==> src/rtl/rf_scoreboard_pkg.sv <==
// Shared register-file constants and types, used by the RF, hazard unit,
// pipeline registers and the write scoreboard.
package rf_scoreboard_pkg;

    localparam int NREG  = 32;
    localparam int AW    = 5;
    localparam int CNT_W = 2;
    localparam int TOT_W = 6;

    typedef logic [AW-1:0] regAddr_t;

    localparam regAddr_t REG_ZERO = '0;

    // Number of write-backs (retire and/or kill) landing on one register this cycle.
    function automatic logic [1:0] decCount(input logic retire, input logic kill);
        return {1'b0, retire} + {1'b0, kill};
    endfunction

endpackage

==> src/rtl/rf_scoreboard_if.sv <==
// D-stage issue, squash and W-stage write signals seen by the scoreboard,
// plus the hazard indications it returns.
interface rf_scoreboard_if;
    import rf_scoreboard_pkg::*;

    logic             IssueEn;
    regAddr_t         IssueA3;
    logic             KillEn;
    regAddr_t         KillA3;
    logic             RFWr;
    regAddr_t         A3;
    regAddr_t         A1;
    regAddr_t         A2;
    logic             Busy1;
    logic             Busy2;
    logic             Stall;
    logic [TOT_W-1:0] InFlight;
    logic             Err;

    modport master (
        output IssueEn, IssueA3, KillEn, KillA3, RFWr, A3, A1, A2,
        input  Busy1, Busy2, Stall, InFlight, Err
    );

    modport slave (
        input  IssueEn, IssueA3, KillEn, KillA3, RFWr, A3, A1, A2,
        output Busy1, Busy2, Stall, InFlight, Err
    );

endinterface

==> src/rtl/rf_scoreboard_sb_counter.sv <==
// Saturating pending-write counter for one register: +1 on issue, -0..2 on
// retire/kill, clamped to [0, 2^Width-1] with a one-cycle err pulse on clamp.
module sb_counter #(
    parameter int Width = 2
) (
    input  logic             Clk,
    input  logic             Reset,
    input  logic             inc_i,
    input  logic [1:0]       decCount_i,
    output logic [Width-1:0] count_o,
    output logic [Width-1:0] next_o,
    output logic             err_o
);

    localparam int SumW = Width + 3;
    localparam logic [SumW-1:0] MaxCnt = SumW'((2 ** Width) - 1);

    logic [Width-1:0] cnt_q, cnt_d;
    logic [SumW-1:0]  sum;

    // Sum is computed wide enough that a negative result shows up in the MSB.
    always_comb begin
        sum   = SumW'(cnt_q) + SumW'(inc_i) - SumW'(decCount_i);
        cnt_d = sum[Width-1:0];
        err_o = 1'b0;
        if (sum[SumW-1]) begin
            cnt_d = '0;
            err_o = 1'b1;
        end else if (sum > MaxCnt) begin
            cnt_d = MaxCnt[Width-1:0];
            err_o = 1'b1;
        end
    end

    always_ff @(posedge Clk) begin
        if (Reset) cnt_q <= '0;
        else       cnt_q <= cnt_d;
    end

    assign count_o = cnt_q;
    assign next_o  = cnt_d;

endmodule

==> src/rtl/rf_scoreboard.sv <==
// Register-file write scoreboard: counts issued-but-not-written destinations
// and flags pending sources. Define SCOREBOARD_WB_BYPASS_EN for an RF with W-to-D forwarding.
module rf_scoreboard
    import rf_scoreboard_pkg::*;
(
    input  logic           Clk,
    input  logic           Reset,
    rf_scoreboard_if.slave sb
);

    logic [NREG-1:0][CNT_W-1:0] cnt_q;
    logic [NREG-1:0][CNT_W-1:0] cnt_d;
    logic [NREG-1:0]            errPulse;
    logic [TOT_W-1:0]           inFlight_q, inFlight_d, deltaSum;
    logic                       err_q, err_d;
    logic                       busy1, busy2;

    // Register 0 never holds a pending write, so its slot is tied off.
    assign cnt_q[0]    = '0;
    assign cnt_d[0]    = '0;
    assign errPulse[0] = 1'b0;

    for (genvar r = 1; r < NREG; r++) begin : gCnt
        logic       inc;
        logic [1:0] dec;

        assign inc = sb.IssueEn && (sb.IssueA3 == AW'(r));
        assign dec = decCount(sb.RFWr && (sb.A3 == AW'(r)),
                              sb.KillEn && (sb.KillA3 == AW'(r)));

        sb_counter #(.Width(CNT_W)) uCnt (
            .Clk        (Clk),
            .Reset      (Reset),
            .inc_i      (inc),
            .decCount_i (dec),
            .count_o    (cnt_q[r]),
            .next_o     (cnt_d[r]),
            .err_o      (errPulse[r])
        );
    end

    // InFlight follows the clamped per-register changes so it always matches their sum.
    always_comb begin
        deltaSum = '0;
        for (int r = 1; r < NREG; r++) begin
            deltaSum = deltaSum + TOT_W'(cnt_d[r]) - TOT_W'(cnt_q[r]);
        end
        inFlight_d = inFlight_q + deltaSum;
        err_d      = err_q | (|errPulse);
    end

    always_ff @(posedge Clk) begin
        if (Reset) begin
            inFlight_q <= '0;
            err_q      <= 1'b0;
        end else begin
            inFlight_q <= inFlight_d;
            err_q      <= err_d;
        end
    end

    always_comb begin
        busy1 = (sb.A1 != REG_ZERO) && (cnt_q[sb.A1] != '0);
        busy2 = (sb.A2 != REG_ZERO) && (cnt_q[sb.A2] != '0);
`ifdef SCOREBOARD_WB_BYPASS_EN
        // The last pending write lands this cycle and the RF forwards it to D.
        if (sb.RFWr && (sb.A3 == sb.A1) && (cnt_q[sb.A1] == CNT_W'(1)) &&
            !(sb.IssueEn && (sb.IssueA3 == sb.A1)))
            busy1 = 1'b0;
        if (sb.RFWr && (sb.A3 == sb.A2) && (cnt_q[sb.A2] == CNT_W'(1)) &&
            !(sb.IssueEn && (sb.IssueA3 == sb.A2)))
            busy2 = 1'b0;
`endif
    end

    assign sb.Busy1    = busy1;
    assign sb.Busy2    = busy2;
    assign sb.Stall    = busy1 | busy2;
    assign sb.InFlight = inFlight_q;
    assign sb.Err      = err_q;

endmodule

==> src/flat_wrapper.sv <==
// flat-port wrapper written by rule: the top's interface ports become plain ports
module rf_scoreboard_flat import rf_scoreboard_pkg::*;
  (Clk, Reset, sb_IssueEn, sb_IssueA3, sb_KillEn, sb_KillA3, sb_RFWr, sb_A3, sb_A1, sb_A2, sb_Busy1, sb_Busy2, sb_Stall, sb_InFlight, sb_Err);
  rf_scoreboard_if sb_i ();
  input  logic Clk;
  input  logic Reset;
  input wire logic [$bits(sb_i.IssueEn)-1:0] sb_IssueEn;
  input wire logic [$bits(sb_i.IssueA3)-1:0] sb_IssueA3;
  input wire logic [$bits(sb_i.KillEn)-1:0] sb_KillEn;
  input wire logic [$bits(sb_i.KillA3)-1:0] sb_KillA3;
  input wire logic [$bits(sb_i.RFWr)-1:0] sb_RFWr;
  input wire logic [$bits(sb_i.A3)-1:0] sb_A3;
  input wire logic [$bits(sb_i.A1)-1:0] sb_A1;
  input wire logic [$bits(sb_i.A2)-1:0] sb_A2;
  output wire logic [$bits(sb_i.Busy1)-1:0] sb_Busy1;
  output wire logic [$bits(sb_i.Busy2)-1:0] sb_Busy2;
  output wire logic [$bits(sb_i.Stall)-1:0] sb_Stall;
  output wire logic [$bits(sb_i.InFlight)-1:0] sb_InFlight;
  output wire logic [$bits(sb_i.Err)-1:0] sb_Err;
  assign sb_i.IssueEn = sb_IssueEn;
  assign sb_i.IssueA3 = sb_IssueA3;
  assign sb_i.KillEn = sb_KillEn;
  assign sb_i.KillA3 = sb_KillA3;
  assign sb_i.RFWr = sb_RFWr;
  assign sb_i.A3 = sb_A3;
  assign sb_i.A1 = sb_A1;
  assign sb_i.A2 = sb_A2;
  assign sb_Busy1 = sb_i.Busy1;
  assign sb_Busy2 = sb_i.Busy2;
  assign sb_Stall = sb_i.Stall;
  assign sb_InFlight = sb_i.InFlight;
  assign sb_Err = sb_i.Err;
  rf_scoreboard u_core (.Clk(Clk), .Reset(Reset), .sb(sb_i));
endmodule
==> config.mk <==
export PLATFORM = sky130hd
export DESIGN_NAME = rf_scoreboard_flat
export DESIGN_NICKNAME = d
export VERILOG_FILES = /design/src/rtl/rf_scoreboard_pkg.sv /design/src/rtl/rf_scoreboard_if.sv /design/src/rtl/rf_scoreboard_sb_counter.sv /design/src/rtl/rf_scoreboard.sv /design/src/flat_wrapper.sv
export SDC_FILE = /design/constraint.sdc
export NUM_CORES = 1
export LEC_CHECK = 0
export ABC_AREA = 1
export CAP_MARGIN = 20
export CORE_MARGIN = 3
export CORE_UTILIZATION = 50
export CTS_CLUSTER_SIZE = 25
export DETAILED_ROUTE_END_ITERATION = 16
export PLACE_DENSITY = 0.78
export REMOVE_ABC_BUFFERS = 1
export SYNTH_ARGS = -nofsm -noshare
export SYNTH_HDL_FRONTEND = slang
export SYNTH_SLANG_ARGS = --single-unit
==> constraint.sdc <==
create_clock -name Clk -period 11.6 [get_ports Clk]
set_clock_uncertainty 0.05 [all_clocks]
set_input_delay 1.16 -clock Clk [delete_from_list [all_inputs] [get_ports Clk]]
set_output_delay 1.16 -clock Clk [all_outputs]
set_load 0.05 [all_outputs]
**After elaboration in Yosys (flattened, before gate mapping)**

Index checks and enable logic that the tools add are counted.
Widths: inputs -> output; s select.

- Flip-flop bits (word level): 69
- Bits of input ports: 30
- Output and inout bits: 10
- Word-level logic and storage cells: 544

- Add/subtract/negate cells: 155
- Magnitude comparators: 33
- Equal/unequal tests: 93
- Multiplexer cells: 128
- Bitwise gates (word level): 2
- Reduce and logical (&&, ||, !) cells: 100

Operator list:

| kind | number |
|---|---|
| $eq 5x5->1 const B | 48 |
| $add 6x2->6 | 30 |
| $sub 6x2->6 | 30 |
| $gt 5x2->1 const B | 31 |
| $sub 5x2->5 | 31 |
| $mux 2 | 64 |
| $eq 5x4->1 const B | 24 |
| $logic_and 1x1->1 | 95 |
| $add 2x1->3 | 31 |
| $add 1x1->2 | 31 |
| $mux 1 | 62 |
| $eq 5x3->1 const B | 12 |
| $reduce_or 31->1 | 1 |
| $eq 5x2->1 const B | 6 |
| $bmux 2 s5 | 2 |
| $eq 5x1->1 const B | 3 |
| $lt 5x6->1 const B | 2 |
| $reduce_bool 5->1 | 2 |
| $add 6x6->6 | 1 |
| $reduce_bool 2->1 | 2 |
| $sub 2x2->3 | 1 |
| $or 1x1->1 | 2 |

**Depth between registers and ports, before layout**

- Depth in word-level cells: 69
- Depth in mapped cells: 41
- Depth with buffers taken out: 41

**Hierarchy**

A second synthesis with hierarchy kept.

- Cell total of the unflattened synthesis: 1716
- Area total of the unflattened synthesis: 12632.1 um^2

By module, submodules not included:

| module | times used | cells each | area an instance (um^2) | sequential area each (um^2) |
|---|---|---|---|---|
| sb_counter | 31 | 29 | 215.2 | 40.0 |
| rf_scoreboard | 1 | 817 | 5960.7 | 140.1 |

**Worst setup path after synthesis**

No wires, ideal clock.

- Kind: input to register
- From: in sb_IssueEn
- To: reg u_core.inFlight_q[5], in the netlist u_core.sb.InFlight[5]
- Setup time: 0.113 ns
- Arrival: 8.878 ns
- Data required time: 11.437 ns
- Path slack: 2.560 ns
- Stages: 35
- Cell sequence: nand2_1 buf_1 nor2_1 ha_1 fa_1 inv_1 ha_1 ha_1 and3_1 nand2_1 nand2_1 fa_1 inv_1 fa_1 inv_1 fa_1 fa_1 inv_1 fa_1 inv_1 fa_1 fa_1 fa_1 fa_1 inv_1 ha_1 fa_1 nand2_1 a21oi_1 o21bai_1 nand2_1 nand2_1 nand2_1 nor2_1 nor2_1

- Longest elaborated chain between the ends: 68
- Elaborated cells on any way between the ends: 248

RTL lines:

| what | line | text |
|---|---|---|
| from (decl) | flat_wrapper.sv:7 | `input wire logic [$bits(sb_i.IssueEn)-1:0] sb_IssueEn;` |
| $logic_and 1x1->1 | rf_scoreboard.sv:27 | `assign inc = sb.IssueEn && (sb.IssueA3 == AW'(r));` |
| $add 2x1->3 | rf_scoreboard_sb_counter.sv:23 | `sum = SumW'(cnt_q) + SumW'(inc_i) - SumW'(decCount_i);` |
| $sub 5x2->5 | rf_scoreboard_sb_counter.sv:23 |  |
| $gt 5x2->1 | rf_scoreboard_sb_counter.sv:29 | `end else if (sum > MaxCnt) begin` |
| $mux 2 | rf_scoreboard_sb_counter.sv:29 |  |
| $mux 2 | rf_scoreboard_sb_counter.sv:26 | `if (sum[SumW-1]) begin` |
| $sub 2x2->3 | rf_scoreboard.sv:46 | `deltaSum = deltaSum + TOT_W'(cnt_d[r]) - TOT_W'(cnt_q[r]);` |
| $add 6x2->6 | rf_scoreboard.sv:46 |  |
| (+52 left out) | n/a |  |
| $sub 6x2->6 | rf_scoreboard.sv:46 |  |
| $add 6x2->6 | rf_scoreboard.sv:46 |  |
| $sub 6x2->6 | rf_scoreboard.sv:46 |  |
| $add 6x2->6 | rf_scoreboard.sv:46 |  |
| $sub 6x2->6 | rf_scoreboard.sv:46 |  |
| $add 6x2->6 * | rf_scoreboard.sv:46 |  |
| $sub 6x2->6 * | rf_scoreboard.sv:46 |  |
| $add 6x6->6 * | rf_scoreboard.sv:48 | `inFlight_d = inFlight_q + deltaSum;` |
| to (signal assigned) | rf_scoreboard.sv:57 | `inFlight_q <= inFlight_d;` |
| to (decl) | rf_scoreboard.sv:14 | `logic [TOT_W-1:0] inFlight_q, inFlight_d, deltaSum;` |

Mark *: on every way between the ends. The rest lies on a longest branch, timed or not.
A chain may end at the register's enable or synchronous reset.

==> results_dict.tcl <==
set metrics [dict create \
    route.detailed.drc 0 \
    io_buffers 39 \
    drtIter0Drc 743 \
    syn-cell-area_sq_mm 0.0106 \
    clockRootBuffer "clkbuf_16" \
    synth_area_leaders "fa_1, ha_1, inv_1" \
    place_ws_ns 1.19 \
    clkLatencyLatePin_ns 0.35 \
    cts-htree-levels 3 \
    die_h_um 152 \
    fin_ws_ns 1.47 \
    grt_setup_unrepaired "no" \
    antenna_found_initial 0 \
    core_sq_mm 0.0206 \
    synthCells 1384 \
    top_layer_used "met4" \
    fin_area_sq_mm 0.0115 \
    synth_top_family_by_area "adder cells" \
    relSlewSlack_pct 45.0 \
    yosysSeqAreaShare_pct 13.0 \
    cp.arrival_ns 10.32 \
    fin_crit_ns 10.13 \
    cts_sinks 69 \
    rows 52 \
    numCtsBuffers 9 \
    place_congestion 1.04 \
    drt_first_pass_iters 6 \
    max_freq_mhz 98.7 \
    post-dp-hpwl_um 27500 \
    synth_fa_ha_area_share_pct 47.2 \
    crit_fanout 15 \
    fp.dieW_um 152 \
    post-synth-top-count-cell "inv_1" \
    postRouteAntennaNets 0 \
    outcome "finished clean" \
    grt_pass1_vias 9162 \
    die_area_sq_mm 0.0230 \
    slowest_delay_ns 0.75 \
    yosys.area_share.simple_pct 18.9 \
    clock_path_buffers 2 \
    synth_common_cells "inv_1, nor2_1, fa_1" \
    critPathRequiredTime_ns 11.80 \
    cp-end-kind "register" \
    maxCapViolations 0 \
    routed_wl_um 31600 \
    path_common_cell "fa_1" \
    ys_types 30 \
    syn_to_final_growth_pct 8.85 \
    synth-compound-area-share_pct 4.07 \
    cts_setup_buffers 0 \
    yosys_warnings 0 \
    hp-class "register to register" \
    yosysTopAreaCell "fa_1" \
    crit_type "input pin to register" \
    cts_tree "done" \
    fin_tns_setup_ns 0 \
    grt_usage_pct 29.0 \
    viasPerCell 5.27 \
    drive_gt1_share_pct 2.18 \
    rrSetupSlack_ns 3.27 \
    ioPinCount 40 \
    met2_length_um 14400 \
    finalCritPeriodShare_pct 87.3 \
    vias 8913 \
    finalHoldViolCount 0 \
    avgSynthCellArea_sq_um 7.66 \
    setup_violations 0 \
    fillers 1982 \
    fin_nets 1753 \
    placed_area_sq_mm 0.0112 \
    synth_top_area_share_pct 29.6 \
    wire_per_inst_um 18.7 \
    synth_ff_type "dfxtp_1" \
    wirelength_met1_um 12800 \
    cts.clk_slew.worst_paths_ns 0.06 \
    maxSlewViolCount 0 \
    start_util_pct 51.6 \
    ys_async_sr_fraction_pct 0 \
    synth-xor-area-share_pct 0.826 \
    grt_pass1_wl_um 48900 \
    slowest_stage "nor4_1" \
    diodes 0 \
    synth-edff-count 0 \
    grt_max_degree 68 \
    grt-ovfl-total 0 \
    ys_ff_latch 69 \
    muxShareOfSynthArea_pct 0 \
    crit_path_start_kind "input pin" \
    wl_met3_um 2520 \
    cts_resized 0 \
    worst_pin_slew_ns 0.822 \
    hold_buffers 0 \
]
-- metrics by stage --
step           hold slack (ns)  cells  utilization [%]
6_report                 0.703   1691             56.2
4_1_cts                  0.700   1691             56.2
3_5_place_dp             0.678   1676             54.7
5_1_grt                  0.795   1691             56.2
2_1_floorplan            0.602   1365                -
3_3_place_gp             0.675   1676             54.7
-- registers in the layout, summed over array words and instances, names as in the netlist --
signal                    flops
u_core.sb.Err                 1
u_core.gCnt.uCnt.count_o     62
u_core.sb.InFlight            6
-- cells in the final DEF, fill, tap and decap left out, types with 2 or more instances in the layout --
master           instances
a21oi_1                 11
a31oi_1                  5
and3_1                   7
buf_4                    2
clkbuf_16                9
clkdlybuf4s50_1         38
clkinvlp_4               3
dfxtp_1                 69
fa_1                   157
ha_1                   149
inv_1                  422
inv_2                    4
nand2_1                155
nand2_2                  3
nand3_1                119
nand4_1                  6
nor2_1                 163
nor2_2                   2
nor3_1                   9
o21ai_0                 63
o21ai_1                  3
or2_2                    3
xnor2_1                  7
xor2_1                   3
-- worst paths after layout --
check / from / end / cells after the start
worst min register to register: u_core.sb.Err$_SDFF_PP0_ / u_core.sb.Err$_SDFF_PP0_ / 6
worst min-delay path: u_core.sb.Err$_SDFF_PP0_ / u_core.sb.Err$_SDFF_PP0_ / 6
worst max-delay path: sb_IssueEn / u_core.sb.InFlight[5]$_SDFF_PP0_ / 36
worst max register to register: u_core.gCnt[1].uCnt.count_o[0]$_SDFF_PP0_ / u_core.sb.InFlight[5]$_SDFF_PP0_ / 36
-- critical path, delay by kind of cell --
kind            cells  cell delay [ns]
compound gates      2             0.28
fa+ha+maj          15             6.34
buf+inv             7             0.84
simple gates       12             1.70
-- layer usage --
metal  up-vias  GRT usage [%]
met5         -              0
met4         0           15.0
met3       106           5.92
met2       360           46.9
met1      4264           36.8
li1       4183              -
-- layout make-up --
cell class / count / area, sq um / share of cell area, %
clock buffer: 10 / 239 / 2.07
clock inverter: 5 / 61.3 / 0.531
inverter: 426 / 1600 / 13.9
multi-input combinational: 870 / 7530 / 65.2
sequential: 69 / 1380 / 12.0
tap: 270 / 338 / 2.93
timing repair buffer: 41 / 400 / 3.47
-- logic make-up after synthesis --
logic type,Yosys count
DFF,69
xor gates and xnor gates,10
buffers and inverters,445
AOI/OAI and AO/OA,84
and+or+nand+nor,470
adders and majority gates,306
Power is left out: the tool's default activity adds up to more than one toggle a clock period on the data nets, which glitch-free logic cannot reach.
